### src/rtl/video_frame_monitor.sv
// Frame monitor: line/frame geometry, per-frame pixel CRC (VFM_CRC_EN) and line-length stability check.
// Latency: a sync fall sampled in cycle N gives frame_done and new results in cycle N+1.
// Backpressure: none; results are held until the next frame close, done is sticky until reset.
module video_frame_monitor #(
  parameter int COLOR_W    = 3,
  parameter int CNT_W      = 12,
  parameter int NUM_FRAMES = 3
) (
  input  logic                 clock,
  input  logic                 reset_N,
  input  logic                 pix_ce,
  input  logic [COLOR_W-1:0]   R,
  input  logic [COLOR_W-1:0]   G,
  input  logic [COLOR_W-1:0]   B,
  input  logic                 HSYNC_n,
  input  logic                 VSYNC_n,
  output logic                 frame_done,
  output logic [7:0]           frame_idx,
  output logic [CNT_W-1:0]     lines,
  output logic [CNT_W-1:0]     line_len,
  output logic [2*CNT_W-1:0]   active_px,
  output logic [31:0]          crc,
  output logic                 len_err,
  output logic                 done
);

  localparam int FC_W = (NUM_FRAMES > 1) ? $clog2(NUM_FRAMES) : 1;

  typedef enum logic [1:0] {
    IDLE    = 2'd0,
    CAPTURE = 2'd1,
    DONE    = 2'd2
  } state_t;

  state_t state, state_nxt;

  logic                hs_q, vs_q;
  logic                hs_fall, vs_fall;
  logic                pix_act;
  logic                frame_start, frame_close, last_close, restart;

  logic [CNT_W-1:0]    line_cnt;
  logic [CNT_W-1:0]    px_cnt;
  logic [2*CNT_W-1:0]  act;
  logic [CNT_W-1:0]    ref_len;
  logic                ref_valid;
  logic                err;
  logic [7:0]          fcnt;
  logic [FC_W-1:0]     nclosed;

  assign hs_fall     = !HSYNC_n && hs_q;
  assign vs_fall     = !VSYNC_n && vs_q;
  assign pix_act     = pix_ce && HSYNC_n && VSYNC_n;
  assign frame_start = (state == IDLE) && vs_fall;
  assign frame_close = (state == CAPTURE) && vs_fall;
  assign last_close  = frame_close && (nclosed == FC_W'(NUM_FRAMES - 1));
  // A close re-arms the accumulators exactly like the first start does.
  assign restart     = frame_start || frame_close;

  // Sync history for fall detection, sampled every clock regardless of pix_ce.
  always_ff @(posedge clock or negedge reset_N) begin
    if (!reset_N) begin
      hs_q <= 1'b1;
      vs_q <= 1'b1;
    end else begin
      hs_q <= HSYNC_n;
      vs_q <= VSYNC_n;
    end
  end

  // State register.
  always_ff @(posedge clock or negedge reset_N) begin
    if (!reset_N) state <= IDLE;
    else          state <= state_nxt;
  end

  // Next-state: IDLE waits for a frame start, CAPTURE runs until the last close.
  always_comb begin
    state_nxt = state;
    case (state)
      IDLE:    if (vs_fall) state_nxt = CAPTURE;
      CAPTURE: if (last_close) state_nxt = DONE;
      DONE:    state_nxt = DONE;
      default: state_nxt = IDLE;
    endcase
  end

  // Working accumulators. On a restart this cycle's events already belong to the
  // new frame: an HSYNC fall is its line 1 and a pix_ce is the first pixel count.
  always_ff @(posedge clock or negedge reset_N) begin
    if (!reset_N) begin
      line_cnt  <= '0;
      px_cnt    <= '0;
      act       <= '0;
      ref_len   <= '0;
      ref_valid <= 1'b0;
      err       <= 1'b0;
    end else if (restart) begin
      line_cnt  <= {{(CNT_W-1){1'b0}}, hs_fall};
      px_cnt    <= {{(CNT_W-1){1'b0}}, pix_ce};
      act       <= {{(2*CNT_W-1){1'b0}}, pix_act};
      ref_len   <= '0;
      ref_valid <= 1'b0;
      err       <= 1'b0;
    end else if (state == CAPTURE) begin
      if (pix_ce && (px_cnt != '1)) px_cnt <= px_cnt + 1'b1;
      if (pix_act && (act != '1))   act    <= act + 1'b1;
      if (hs_fall) begin
        if (line_cnt != '1) line_cnt <= line_cnt + 1'b1;
        // The fall cycle's own pixel starts the next line.
        px_cnt <= {{(CNT_W-1){1'b0}}, pix_ce};
        // Only falls after the first bound a complete line.
        if (line_cnt != '0) begin
          if (!ref_valid) begin
            ref_len   <= px_cnt;
            ref_valid <= 1'b1;
          end else if (px_cnt != ref_len) begin
            err <= 1'b1;
          end
        end
      end
    end
  end

  // Result registers, frame index and completion tracking, updated on frame close.
  always_ff @(posedge clock or negedge reset_N) begin
    if (!reset_N) begin
      frame_done <= 1'b0;
      frame_idx  <= '0;
      lines      <= '0;
      line_len   <= '0;
      active_px  <= '0;
      len_err    <= 1'b0;
      done       <= 1'b0;
      fcnt       <= '0;
      nclosed    <= '0;
    end else begin
      frame_done <= 1'b0;
      if (frame_close) begin
        frame_done <= 1'b1;
        frame_idx  <= fcnt;
        fcnt       <= fcnt + 1'b1;
        lines      <= line_cnt;
        line_len   <= ref_valid ? ref_len : '0;
        active_px  <= act;
        len_err    <= err;
        if (last_close) done    <= 1'b1;
        else            nclosed <= nclosed + 1'b1;
      end
    end
  end

`ifdef VFM_CRC_EN
  localparam logic [31:0] CRC_POLY = 32'h04C11DB7;

  logic [3*COLOR_W-1:0] pix_word;
  logic [31:0]          crc_acc;

  assign pix_word = {R, G, B};

  // One CRC-32 update of a whole pixel word, MSB first, unreflected.
  function automatic logic [31:0] crc_step(input logic [31:0] c, input logic [3*COLOR_W-1:0] d);
    logic [31:0] r;
    logic        fb;
    r = c;
    for (int i = 3*COLOR_W-1; i >= 0; i--) begin
      fb = r[31] ^ d[i];
      r  = {r[30:0], 1'b0};
      if (fb) r = r ^ CRC_POLY;
    end
    return r;
  endfunction

  // CRC accumulator and its latched per-frame result.
  always_ff @(posedge clock or negedge reset_N) begin
    if (!reset_N) begin
      crc_acc <= '1;
      crc     <= '0;
    end else begin
      if (frame_close) crc <= crc_acc;
      if (restart)
        crc_acc <= pix_act ? crc_step(32'hFFFFFFFF, pix_word) : 32'hFFFFFFFF;
      else if ((state == CAPTURE) && pix_act)
        crc_acc <= crc_step(crc_acc, pix_word);
    end
  end
`else
  // Colour inputs only feed the CRC, which is absent in this build.
  logic unused_pix;
  assign unused_pix = ^{R, G, B};
  assign crc        = 32'd0;
`endif

endmodule

### config.mk
export PLATFORM = sky130hd
export DESIGN_NAME = video_frame_monitor
export DESIGN_NICKNAME = d
export VERILOG_FILES = /design/src/rtl/video_frame_monitor.sv
export SDC_FILE = /design/constraint.sdc
export NUM_CORES = 1
export LEC_CHECK = 0
export CAP_MARGIN = 20
export CORE_MARGIN = 1
export CORE_UTILIZATION = 49
export DETAILED_ROUTE_END_ITERATION = 10
export MAX_ROUTING_LAYER = met4
export PLACE_DENSITY_LB_ADDON = 0.3
export SYNTH_ARGS = -nofsm -noshare
export SYNTH_HDL_FRONTEND = slang
export SYNTH_SLANG_ARGS = --single-unit
### constraint.sdc
create_clock -name clock -period 2.8 [get_ports clock]
set_clock_uncertainty 0.2 [all_clocks]
set_input_delay 0.84 -clock clock [delete_from_list [all_inputs] [get_ports clock]]
set_output_delay 0.84 -clock clock [all_outputs]
set_load 0.02 [all_outputs]
After elaboration in Yosys (flattened, before gate mapping)
Index checks and enable logic that the tools add are counted.
{ "totals": {"in_bits": 14, "ff_bits": 135, "wordCells": 96, "out_inout_bits": 91} }
{ "classes": {"bitwise": 1, "n_mux": 31, "n_eq_ne": 10, "reduce_logical": 31, "add_sub_neg": 5} }
{ "op_table": {"columns": ["operator", "count"], "rows": [
  ["$mux W12", 14],
  ["$mux W24", 3],
  ["$add A12 B1 Y12 const B", 2],
  ["$add A24 B1 Y24 const B", 1],
  ["$ne A12 B12 Y1 const B", 2],
  ["$ne A24 B24 Y1 const B", 1],
  ["$reduce_bool A2 Y1", 7],
  ["$ne A12 B12 Y1", 1],
  ["$reduce_bool A12 Y1", 1],
  ["$mux W1", 11],
  ["$reduce_and A2 Y1", 5],
  ["$logic_and A1 B1 Y1", 9],
  ["$add A8 B1 Y8 const B", 1],
  ["$ne A2 B2 Y1 const B", 3],
  ["$pmux W2 S3", 1],
  ["$reduce_and A3 Y1", 2],
  ["$reduce_and A5 Y1", 1],
  ["$eq A2 B2 Y1 const B", 2],
  ["$mux W2", 2],
  ["$reduce_and A4 Y1", 1],
  ["$reduce_bool A3 Y1", 1],
  ["$add A2 B1 Y2 const B", 1],
  ["$eq A2 B1 Y1 const B", 1],
  ["$logic_not A1 Y1", 2],
  ["other kinds (3)", 3]
]} }

Logic depth before layout (Yosys ltp)
Gate-level depths: netlist (run 1).
{ "logic_depth": {"ltp_word": 7, "ltp_mapped": 10} }

Worst setup path before layout (run 1)
No wires, ideal clock.
{ "synth_timing": {"kind": "in2reg", "startpoint": "in pix_ce", "endpoint": "reg act[21]", "required_time_ps": 2523, "stages": 6, "path_slack_ps": 304, "n_path_buf": 1, "arrival_time_ps": 2219, "setup_time_ps": 77, "cell_sequence": "and4_1 dlygate4sd1_1 nand2_1 a2111o_1 or4_1 a21oi_1"} }
{ "synth_via": {"elab_chain_cells": 5} }
{ "synth_lines": {"columns": ["item", "line_no", "text"], "rows": [
  ["start: declaration", "11", "input logic pix_ce,"],
  ["$logic_and A1 B1 Y1 (2 in a row)", "53", "assign pix_act = pix_ce && HSYNC_n && VSYNC_n;"],
  ["$logic_and A1 B1 Y1", "107", "if (pix_act && (act != '1)) act <= act + 1'b1;"],
  ["$reduce_bool A2 Y1 (no line)", null, null],
  ["$reduce_and A2 Y1 (no line)", null, null],
  ["end signal: assignment", "101", "act <= {{(2*CNT_W-1){1'b0}}, pix_act};"],
  ["end signal: assignment", "107", null],
  ["end: declaration", "44", "logic [2*CNT_W-1:0] act;"]
]} }
No other way between the ends.
A chain may end at the register's enable or synchronous reset.

Worst setup path after layout (run 1)
{ "layout_timing": {"startpoint": "in HSYNC_n", "endpoint": "reg act[21]"} }
{ "layout_via": {"elab_chain_cells": 5} }
{ "layout_lines": {"columns": ["item", "line_no", "text"], "rows": [
  ["start: declaration", "15", "input logic HSYNC_n,"],
  ["$logic_and A1 B1 Y1 (2 in a row)", "53", null],
  ["$logic_and A1 B1 Y1", "107", null],
  ["$reduce_bool A2 Y1 (no line)", null, null],
  ["$reduce_and A2 Y1 (no line)", null, null]
]} }
No other way between the ends.

==> results of run 1 <==
## cells by family (layout without fill, tap and decap cells)
kind of cell               Yosys count  in the layout  share of synthesized area
and+or+nand+nor                    345            345                      0.242
buffers and inverters               74            140                     0.0650
adders and majority gates            8              8                     0.0154
AOI/OAI and AO/OA                   83             83                     0.0791
DFF                                135            135                      0.522
other                                1             32                   0.000578
muxes                               18             18                     0.0280
xor gates and xnor gates            36             36                     0.0486
## Yosys cell counts (2+ instances only)
| master | n |
|---|---|
| nor4_1 | 9 |
| o31ai_1 | 8 |
| and2_1 | 4 |
| xor2_1 | 22 |
| inv_1 | 10 |
| mux2i_1 | 17 |
| nand2b_1 | 3 |
| nor2b_1 | 2 |
| buf_2 | 4 |
| nand2_1 | 182 |
| or4_1 | 4 |
| dfstp_2 | 2 |
| nor3_1 | 4 |
| dfrtp_1 | 133 |
| and4_1 | 2 |
| a21oi_1 | 23 |
| clkbuf_1 | 22 |
| nor3b_1 | 2 |
| o2111ai_1 | 2 |
| nor2_1 | 48 |
| buf_4 | 33 |
| a21o_1 | 2 |
| a31oi_1 | 4 |
| nand3_1 | 40 |
| ha_1 | 8 |
| o21ai_0 | 24 |
| a211oi_1 | 3 |
| nand4_1 | 11 |
| xnor2_1 | 14 |
| o211ai_1 | 8 |
| and3_1 | 13 |
| or3_1 | 11 |
| buf_1 | 2 |
## final cells by class
type,count,share of cell area
clock buffer,23,0.0611
clock inverter,9,0.0122
inverter,11,0.00517
multi-input combinational,522,0.351
sequential,135,0.424
tap,172,0.0270
timing repair buffer,97,0.120
## flip-flops by register name, indices dropped and copies added, names as in the netlist
name and flops:
hs_q 1, vs_q 1, done 1, ref_valid 1, fcnt 8, line_cnt 12, line_len 12, act 24
len_err 1, frame_done 1, nclosed 2, ref_len 12, err 1, frame_idx 8, px_cnt 12, state 2
lines 12, active_px 24
## metrics by stage
| stage | cells | area (um2) | setup TNS (ns) | util |
|---|---|---|---|---|
| after floorplan | 731 | 6600 | 0 | - |
| after global placement | 937 | 7400 | -2.38 | 0.579 |
| after detailed placement | 937 | 7400 | -3.23 | 0.579 |
| after CTS | 969 | 7980 | 0 | 0.625 |
| after global routing | 969 | 7980 | 0 | 0.625 |
| final | 969 | 7980 | 0 | 0.625 |
## critical path: cells and delay by family
family	cells	cell delay (ns)
AO/OA/AOI/OAI	2	0.54
AND/OR/NAND/NOR	3	0.86
buffers and inverters	1	0.54
## report_power, final
part / internal, mW / switching (mW)
Combinational: 0.487 / 0.673
Clock: 1.39 / 0.788
Sequential: 2.15 / 0.227
## worst max path at each step
| stage | startpoint | endpoint | slack (ns) |
|---|---|---|---|
| 2_1_floorplan | pix_ce | act[21]$_DFFE_PN0P_ | 0.30 |
| 3_3_place_gp | HSYNC_n | act[21]$_DFFE_PN0P_ | -0.16 |
| 3_5_place_dp | HSYNC_n | act[21]$_DFFE_PN0P_ | -0.22 |
| 4_1_cts | HSYNC_n | act[21]$_DFFE_PN0P_ | 0.21 |
| 5_1_grt | VSYNC_n | line_cnt[3]$_DFFE_PN0P_ | 0.04 |
| 6_report | HSYNC_n | act[21]$_DFFE_PN0P_ | 0.16 |
## per-layer routing
| metal | routed length (um) | share of wire | up-vias | global-route usage |
|---|---|---|---|---|
| li1 | - | - | 2497 | - |
| met1 | 6450 | 0.46 | 2515 | 0.301 |
| met2 | 6600 | 0.48 | 151 | 0.351 |
| met3 | 612 | 0.044 | 18 | 0.0515 |
| met4 | 233 | 0.017 | 0 | 0.0937 |
| met5 | 0 | 0 | - | - |
==> impl_results.md, run 1 <==
* CTS clock-pin slew for the worst setup and hold paths at 0.05 ns
* Fmax at 378 MHz
* Core area at 0.0128 mm2
* Cell taking the most area after synthesis: dfrtp_1
* DR iter-0 viols at 456
* Die ar. at 0.0137 mm2
* Period utilization at 0.945
* Chip width at 117 um
* Post-CTS Setup Bufs at 0
* Root Buffer: clkbuf_16
* Final Hold Vio Count at 0
* Min-Delay Path Class: input pin to async pin
* Share of the synthesized area in the top cell type at 0.513
* Peak supply drop at 391 uV
* Nets at 806
* Worst slew margin at 0.583
* CP startpoint kind: input pin
* Reg2reg start: state[1]$_DFFE_PN0P_
* DRC viols at 0
* Initial cell density of the core at 0.507
* Outcome: complete, no violations
* Unrepaired setup endpoints after global routing: false
* Initial antenna violation count at 0
* Largest net degree at the start of global routing at 51
* Total gr overflow at 0
* Worst r2r dst: act[21]$_DFFE_PN0P_
* Mapped cell area at 0.00648 mm2
* WP data arrival at 2.78 ns
* Number of buffers created by CTS at 17
* Yosys reg bits at 135
* CTS max path bufs at 2
* Overall Global Routing Usage at 0.231
* Worst slack at placement at -0.222 ns
* Cell Chain, Critical Path: clkdlybuf4s50_1, and4_1, nand2_1, a2111o_1, or4_1, a21oi_1
* Max Cap Viol at 0
* I/O Pins at 105
* Post-Syn Instances at 700
* Antenna viol nets, final at 0
* Ys Warns at 0
* TritonCTS clock tree: built
* H-tree levels at 4
* Synth top area cells: dfrtp_1 51%, nand2_1 11%, buf_4 3.8%
* FF-to-FF path depth at 7
* Worst-Skew Late Latency at 0.42 ns
* Die Span Y at 117 um
* Power density cells at 717 mW/mm2
* Post-synth top flop: dfrtp_1
* Number of fillers in the final layout at 1041
* Post-layout min period at 2.64 ns
* Avg Vias per Cell at 5.35
* Setup Crit Path Kind: input pin to register
* Worst-margin pin slew at 0.620 ns
* Routed length per instance at 14.3 um
* Slowest Stage Delay on Critical Path at 0.54 ns
* Final Wtd Congestion at 0.919
* PnR Total Power at 5.72 mW
* Crit path max fanout at 6
* DR vias at 5181
* Setup crit end kind: register
* Fin. max-slew vios at 0
* Vias in the first global route at 4852
* R2R setup slack at 0.33 ns
* Final wirelength at 13900 um
* Async set or reset register ratio after synthesis at 1.00
* Port buffer count at 63
* Multi-input logic area at 0.00280 mm2
* First-pass iteration count of the detailed router at 5
* Hold Buf Count CTS at 0
* Layout cells sized above 1 at 0.0979
* EDFF count, synth at 0
* P&R area growth vs syn at 23.1%
* Fin Hold WS at 0.213 ns
* First-pass GRT wire length at 23400 um
* Syn Area/Cell at 9.26 um2
* Setup violators final at 0
* # diodes at 0
* Unique masters post-synth at 57
* Final worst setup slack at 0.155 ns
* Most frequent cells in the layout: 181 x nand2_1, 133 x dfrtp_1, 62 x clkdlybuf4s50_1
* Leak at 3.90 nW
* Slowest-stage cell, CP: clkdlybuf4s50_1
* Dpl hpwl at 9680 um
* Sequential Area at 0.00338 mm2
* CTS sink cnt at 135
* Sequential share of the synthesized area at 0.522
* Critical Path RT at 2.94 ns
* CTS resizes at 0
* Commonest non-fill, non-tap cell in the layout: nand2_1
* Rows at 41
Power figures use the tool's default switching activity.
==> run 2: changes to the inputs <==
--- a/config.mk
+++ b/config.mk
@@ -7,7 +7,7 @@
 export LEC_CHECK = 0
 export CAP_MARGIN = 20
 export CORE_MARGIN = 1
-export CORE_UTILIZATION = 49
+export CORE_UTILIZATION = 54
 export DETAILED_ROUTE_END_ITERATION = 10
 export MAX_ROUTING_LAYER = met4
 export PLACE_DENSITY_LB_ADDON = 0.3
==> impl_results.md, run 2 (synthesized netlist as in run 1, its figures left out) <==
* Commonest non-fill, non-tap cell in the layout: nand2_1
* Routed length per instance at 15.1 um (+5.2%)
* CP startpoint kind: input pin
* Rows at 39 (-4.9%)
* Top flop regs: act (24), active_px (24)
* Worst slew margin at 0.570 (-0.0130)
* Initial cell density of the core at 0.561 (+0.0530)
* Met2 WL at 6850 um (+3.8%)
* DR vias at 5302 (+2.3%)
* Total gr overflow at 0 (unchanged)
* Overall Global Routing Usage at 0.252 (+0.0205)
* Setup Crit Path Kind: input pin to register
* Min-Delay Path Class: input pin to async pin
* Sequential Area at 0.00338 mm2 (unchanged)
* DR iter-0 viols at 437 (-4.2%)
* Pint at 3.90 mW (-3.2%)
* Period utilization at 0.913 (-0.0319)
* Crit path max fanout at 6 (unchanged)
* Root Buffer: clkbuf_16
* Most frequent cells in the layout: 181 x nand2_1, 133 x dfrtp_1, 62 x clkdlybuf4s50_1
* CTS resizes at 0 (unchanged)
* Nets at 811 (+0.62%)
* Met3 wire len at 724 um (+18%)
* Fmax at 391 MHz (+3.5%)
* CP Capture Point: act[21]$_DFFE_PN0P_
* Unrepaired setup endpoints after global routing: false
* Placed insts at 913 (-2.6%)
* Dpl hpwl at 9760 um (+0.92%)
* First-pass iteration count of the detailed router at 10 (+5)
* Layout cells sized above 1 at 0.106 (+0.00812)
* Peak supply drop at 423 uV (+8.3%)
* Setup violators final at 0 (unchanged)
* Worst-Skew Late Latency at 0.42 ns (about the same)
* Outcome: complete, but fails checks
* H-tree levels at 4 (unchanged)
* Non-Filler Instances at 945 (-2.5%)
* Worst r2r dst: act[17]$_DFFE_PN0P_
* Power density cells at 713 mW/mm2 (-0.55%)
* Clock share of power at 0.372 (-0.009)
* Setup TNS at 0 ns (unchanged)
* Antenna viol nets, final at 0 (unchanged)
* Failing checks: DRC
* Switching part of the total at 0.311 (+0.0164)
* Port buffer count at 63 (unchanged)
* Die Span Y at 112 um (-4.7%)
* Die ar. at 0.0124 mm2 (-9.1%)
* Max Cap Viol at 0 (unchanged)
* WL met1 at 6450 um (about the same)
* Chip width at 112 um (-4.7%)
* Final Wtd Congestion at 0.966 (+5.1%)
* FF-to-FF path depth at 6 (-1)
* Vias in the first global route at 5118 (+5.5%)
* Sequential power share at 0.420 (+0.004)
* Leak at 3.90 nW (+0.13%)
* First-pass GRT wire length at 24100 um (+3.1%)
* Fin. max-slew vios at 0 (unchanged)
* Initial antenna violation count at 0 (unchanged)
* Highest metal used: met4
* Hold Buf Count CTS at 0 (unchanged)
* Reg2reg start: act[4]$_DFFE_PN0P_
* Final Hold Vio Count at 0 (unchanged)
* Combinational share of power at 0.208 (+0.005)
* CTS sink cnt at 135 (unchanged)
* # diodes at 0 (unchanged)
* CP startpoint: VSYNC_n
* Number of fillers in the final layout at 855 (-18%)
* Net Sw Power at 1.77 mW (+4.5%)
* Post-layout min period at 2.56 ns (-0.0894 ns)
* I/O Pins at 105 (unchanged)
* Worst-margin pin slew at 0.639 ns (+0.0184 ns)
* Number of buffers created by CTS at 17 (unchanged)
* Avg Vias per Cell at 5.61 (+4.9%)
* Multi-input logic area at 0.00280 mm2 (unchanged)
* Largest net degree at the start of global routing at 50 (-2.0%)
* CTS clock-pin slew for the worst setup and hold paths at 0.06 ns (about the same)
* Post-CTS Setup Bufs at 0 (unchanged)
* TritonCTS clock tree: built
* DRC viols at 26 (+26)
* P&R area growth vs syn at 22.7%
* Final wirelength at 14300 um (+2.6%)
* Setup crit end kind: register
* Core Util, Final at 0.688 (+0.0626)
* R2R setup slack at 0.37 ns (+0.04 ns)
* CTS max path bufs at 2 (unchanged)
* Critical Path RT at 2.95 ns (about the same)
* WP data arrival at 2.70 ns (-0.08 ns)
* Core area at 0.0116 mm2 (-9.5%)
==> run 2: cell types whose count changed in the layout (fill, tap and decap cells not counted), sizes merged <==
cell and delta:
clkinvlp +1, clkbuf -5, clkinv +2, bufinv -1
inv +3, buf +5
==> run 2: power by group through the flow <==
stage	registers, mW	logic, mW	clock network [mW]
floorplan	2.41	0.689	0
global placement	2.39	1.13	0
detailed placement	2.41	1.17	0
CTS	2.37	1.18	2.15
global route	2.40	1.30	2.24
finish	2.38	1.18	2.11
==> run 2: how the worst min path moves through the flow <==
stage / startpoint / to / slack (ns)
after floorplan: err$_DFFE_PN0P_ / len_err$_DFFE_PN0P_ / 0.24
after global placement: line_len[3]$_DFFE_PN0P_ / line_len[3]$_DFFE_PN0P_ / 0.25
after detailed placement: line_len[9]$_DFFE_PN0P_ / line_len[9]$_DFFE_PN0P_ / 0.26
after CTS: reset_N / line_cnt[5]$_DFFE_PN0P_ / 0.22
after global routing: reset_N / lines[6]$_DFFE_PN0P_ / 0.25
final: reset_N / lines[6]$_DFFE_PN0P_ / 0.21
==> run 2: layout make-up <==
class / instances / area share
sequential: 135 / 0.425
multi-input combinational: 522 / 0.352
timing repair buffer: 102 / 0.124
clock buffer: 18 / 0.0552
tap: 143 / 0.0225
clock inverter: 14 / 0.0159
inverter: 11 / 0.00519
==> run 2: through the flow <==
stage               setup WS, ns  instance area, um2  hold slack, ns  total power, mW
finish                     0.245                7950           0.213             5.67
global route               0.108                7950           0.251             5.94
CTS                        0.253                7950           0.222             5.70
floorplan                  0.304                6600           0.240             3.10
detailed placement        -0.185                7390           0.257             3.58
global placement          -0.141                7390           0.254             3.52
==> run 2: per-layer routing <==
layer  global-route usage  up-vias
met5                    -        -
met4                0.110        0
met3               0.0452       25
met2                0.389      195
met1                0.327     2591
li1                     -     2491
==> run 2: critical path: stages <==
cell             delay, ns
clkdlybuf4s50_1       0.54
and4_1                0.25
nand2_1               0.11
a2111o_1              0.38
or4_1                 0.42
a21oi_1               0.15
==> run 3: changes to the inputs <==
--- a/config.mk
+++ b/config.mk
@@ -9,7 +9,6 @@
 export CORE_MARGIN = 1
 export CORE_UTILIZATION = 54
 export DETAILED_ROUTE_END_ITERATION = 10
-export MAX_ROUTING_LAYER = met4
 export PLACE_DENSITY_LB_ADDON = 0.3
 export SYNTH_ARGS = -nofsm -noshare
 export SYNTH_HDL_FRONTEND = slang
==> impl_results.md, run 3 (synthesized netlist as in run 1, its figures left out) <==
* Outcome: complete, but fails checks
* Failing checks: DRC
* Crit path max fanout at 6 (unchanged)
* DRC viols at 13 (-50%)
* Final Wtd Congestion at 0.945 (-2.2%)
* H-tree levels at 4 (unchanged)
* Min-Delay Path Class: input pin to async pin
* Initial cell density of the core at 0.561 (unchanged)
* Setup crit end kind: register
* Root Buffer: clkbuf_16
* Nets at 812 (+0.12%)
* Top flop regs: act (24), active_px (24)
* Power density cells at 743 mW/mm2 (+4.2%)
* Setup Crit Path Kind: input pin to register
* Total gr overflow at 0 (unchanged)
* Post-CTS Setup Bufs at 0 (unchanged)
* Worst slack at placement at -0.178 ns (+0.00751 ns)
* Met2 WL at 6890 um (+0.53%)
* Critical Path RT at 2.94 ns (about the same)
* CTS clock-pin slew for the worst setup and hold paths at 0.06 ns (about the same)
* Core area at 0.0116 mm2 (unchanged)
* Final wirelength at 14400 um (+0.68%)
* Peak supply drop at 365 uV (-14%)
* First-pass GRT wire length at 24700 um (+2.5%)
* Number of buffers created by CTS at 17 (unchanged)
* Port buffer count at 63 (unchanged)
* Final worst setup slack at 0.213 ns (-0.0318 ns)
* Initial antenna violation count at 0 (unchanged)
* Avg Vias per Cell at 5.56 (-0.90%)
* Slowest Stage Delay on Critical Path at 0.54 ns (about the same)
* Setup violators final at 0 (unchanged)
* TritonCTS clock tree: built
* Dpl hpwl at 9590 um (-1.8%)
* Hold Buf Count CTS at 0 (unchanged)
* # diodes at 0 (unchanged)
* Die Span Y at 112 um (unchanged)
* DR vias at 5260 (-0.79%)
* Fin. max-slew vios at 0 (unchanged)
* Routed length per instance at 15.2 um (+0.57%)
* Chip width at 112 um (unchanged)
* Overall Global Routing Usage at 0.249 (-0.00224)
* WL met1 at 6400 um (-0.74%)
* Leak at 3.95 nW (+1.1%)
* Cell Chain, Critical Path: clkdlybuf4s50_1, and4_1, nand2_1, a2111o_1, or4_1, a21oi_1
* Rows at 39 (unchanged)
* Vias in the first global route at 5062 (-1.1%)
* Slowest-stage cell, CP: clkdlybuf4s50_1
* I/O Pins at 105 (unchanged)
* CTS resizes at 0 (unchanged)
* Worst-margin pin slew at 0.670 ns (+0.0310 ns)
* CTS max path bufs at 2 (unchanged)
* Final Hold Vio Count at 0 (unchanged)
* Number of fillers in the final layout at 856 (+0.12%)
* Met3 wire len at 860 um (+19%)
* Layout cells sized above 1 at 0.107 (+0.00111)
* First-pass iteration count of the detailed router at 11 (+1)
* Commonest non-fill, non-tap cell in the layout: nand2_1
* Antenna viol nets, final at 0 (unchanged)
* P&R area growth vs syn at 24.1%
* Max Cap Viol at 0 (unchanged)
* DR iter-0 viols at 506 (+16%)
* Largest net degree at the start of global routing at 51 (+2.0%)
* Worst-Skew Late Latency at 0.42 ns (about the same)
* Most frequent cells in the layout: 181 x nand2_1, 133 x dfrtp_1, 62 x clkdlybuf4s50_1
* Fmax at 387 MHz (-1.2%)
* CP startpoint kind: input pin
* Die ar. at 0.0124 mm2 (unchanged)
* Fin Hold WS at 0.204 ns (-0.00970 ns)
* CTS sink cnt at 135 (unchanged)
* Period utilization at 0.924 (+0.0113)
* WP data arrival at 2.73 ns (+0.03 ns)
* Post-layout min period at 2.59 ns (+0.0318 ns)
* Highest metal used: met4
* Worst slew margin at 0.549 (-0.0209)
* Unrepaired setup endpoints after global routing: false
run 3: critical path, delay by kind of cell:
kind	cells	cell delay [ns]
and+or+nand+nor	3	0.80
AOI/OAI and AO/OA	2	0.55
buffers and inverters	1	0.54
run 3: final cells by class:
cell class,instances,area [um2],share of cell area
clock inverter,12,173,0.0215
clock buffer,20,467,0.0580
multi-input combinational,522,2800,0.348
sequential,135,3380,0.420
inverter,11,41.3,0.00513
tap,143,179,0.0222
timing repair buffer,103,1000,0.125
run 3: worst paths after layout:
check	start	slack (ns)	end	cells past startpoint
hold / removal	reset_N	0.20	lines[5]$_DFFE_PN0P_	1
min in group clock	done$_DFFE_PN0P_	0.26	done$_DFFE_PN0P_	1
setup reg to reg	state[1]$_DFFE_PN0P_	0.36	act[21]$_DFFE_PN0P_	7
hold reg to reg	done$_DFFE_PN0P_	0.26	done$_DFFE_PN0P_	1
setup / recovery	VSYNC_n	0.21	act[21]$_DFFE_PN0P_	6
max in group asynchronous	reset_N	1.56	act[5]$_DFFE_PN0P_	2
run 3: report_power, final:
group	switching, mW	total (mW)	leakage (nW)	internal [mW]
registers	0.232	2.38	1.85	2.15
clock network	0.831	2.39	0.312	1.56
logic	0.695	1.20	1.78	0.509
run 3: stage by stage:
step	power, mW	instances	TNS [ns]	cell area [um2]	utilization
final	5.98	946	0	8050	0.696
after global routing	6.24	946	0	8050	0.696
after CTS	6.00	946	0	8050	0.696
after detailed placement	3.59	914	-3.26	7410	0.640
after global placement	3.55	914	-2.04	7410	0.640
after floorplan	3.10	731	0	6600	-
run 3: metal layers:
metal | GRT usage | vias up
li1 | - | 2497
met1 | 0.341 | 2534
met2 | 0.399 | 206
met3 | 0.0566 | 23
met4 | 0.0766 | 0
met5 | 0 | -
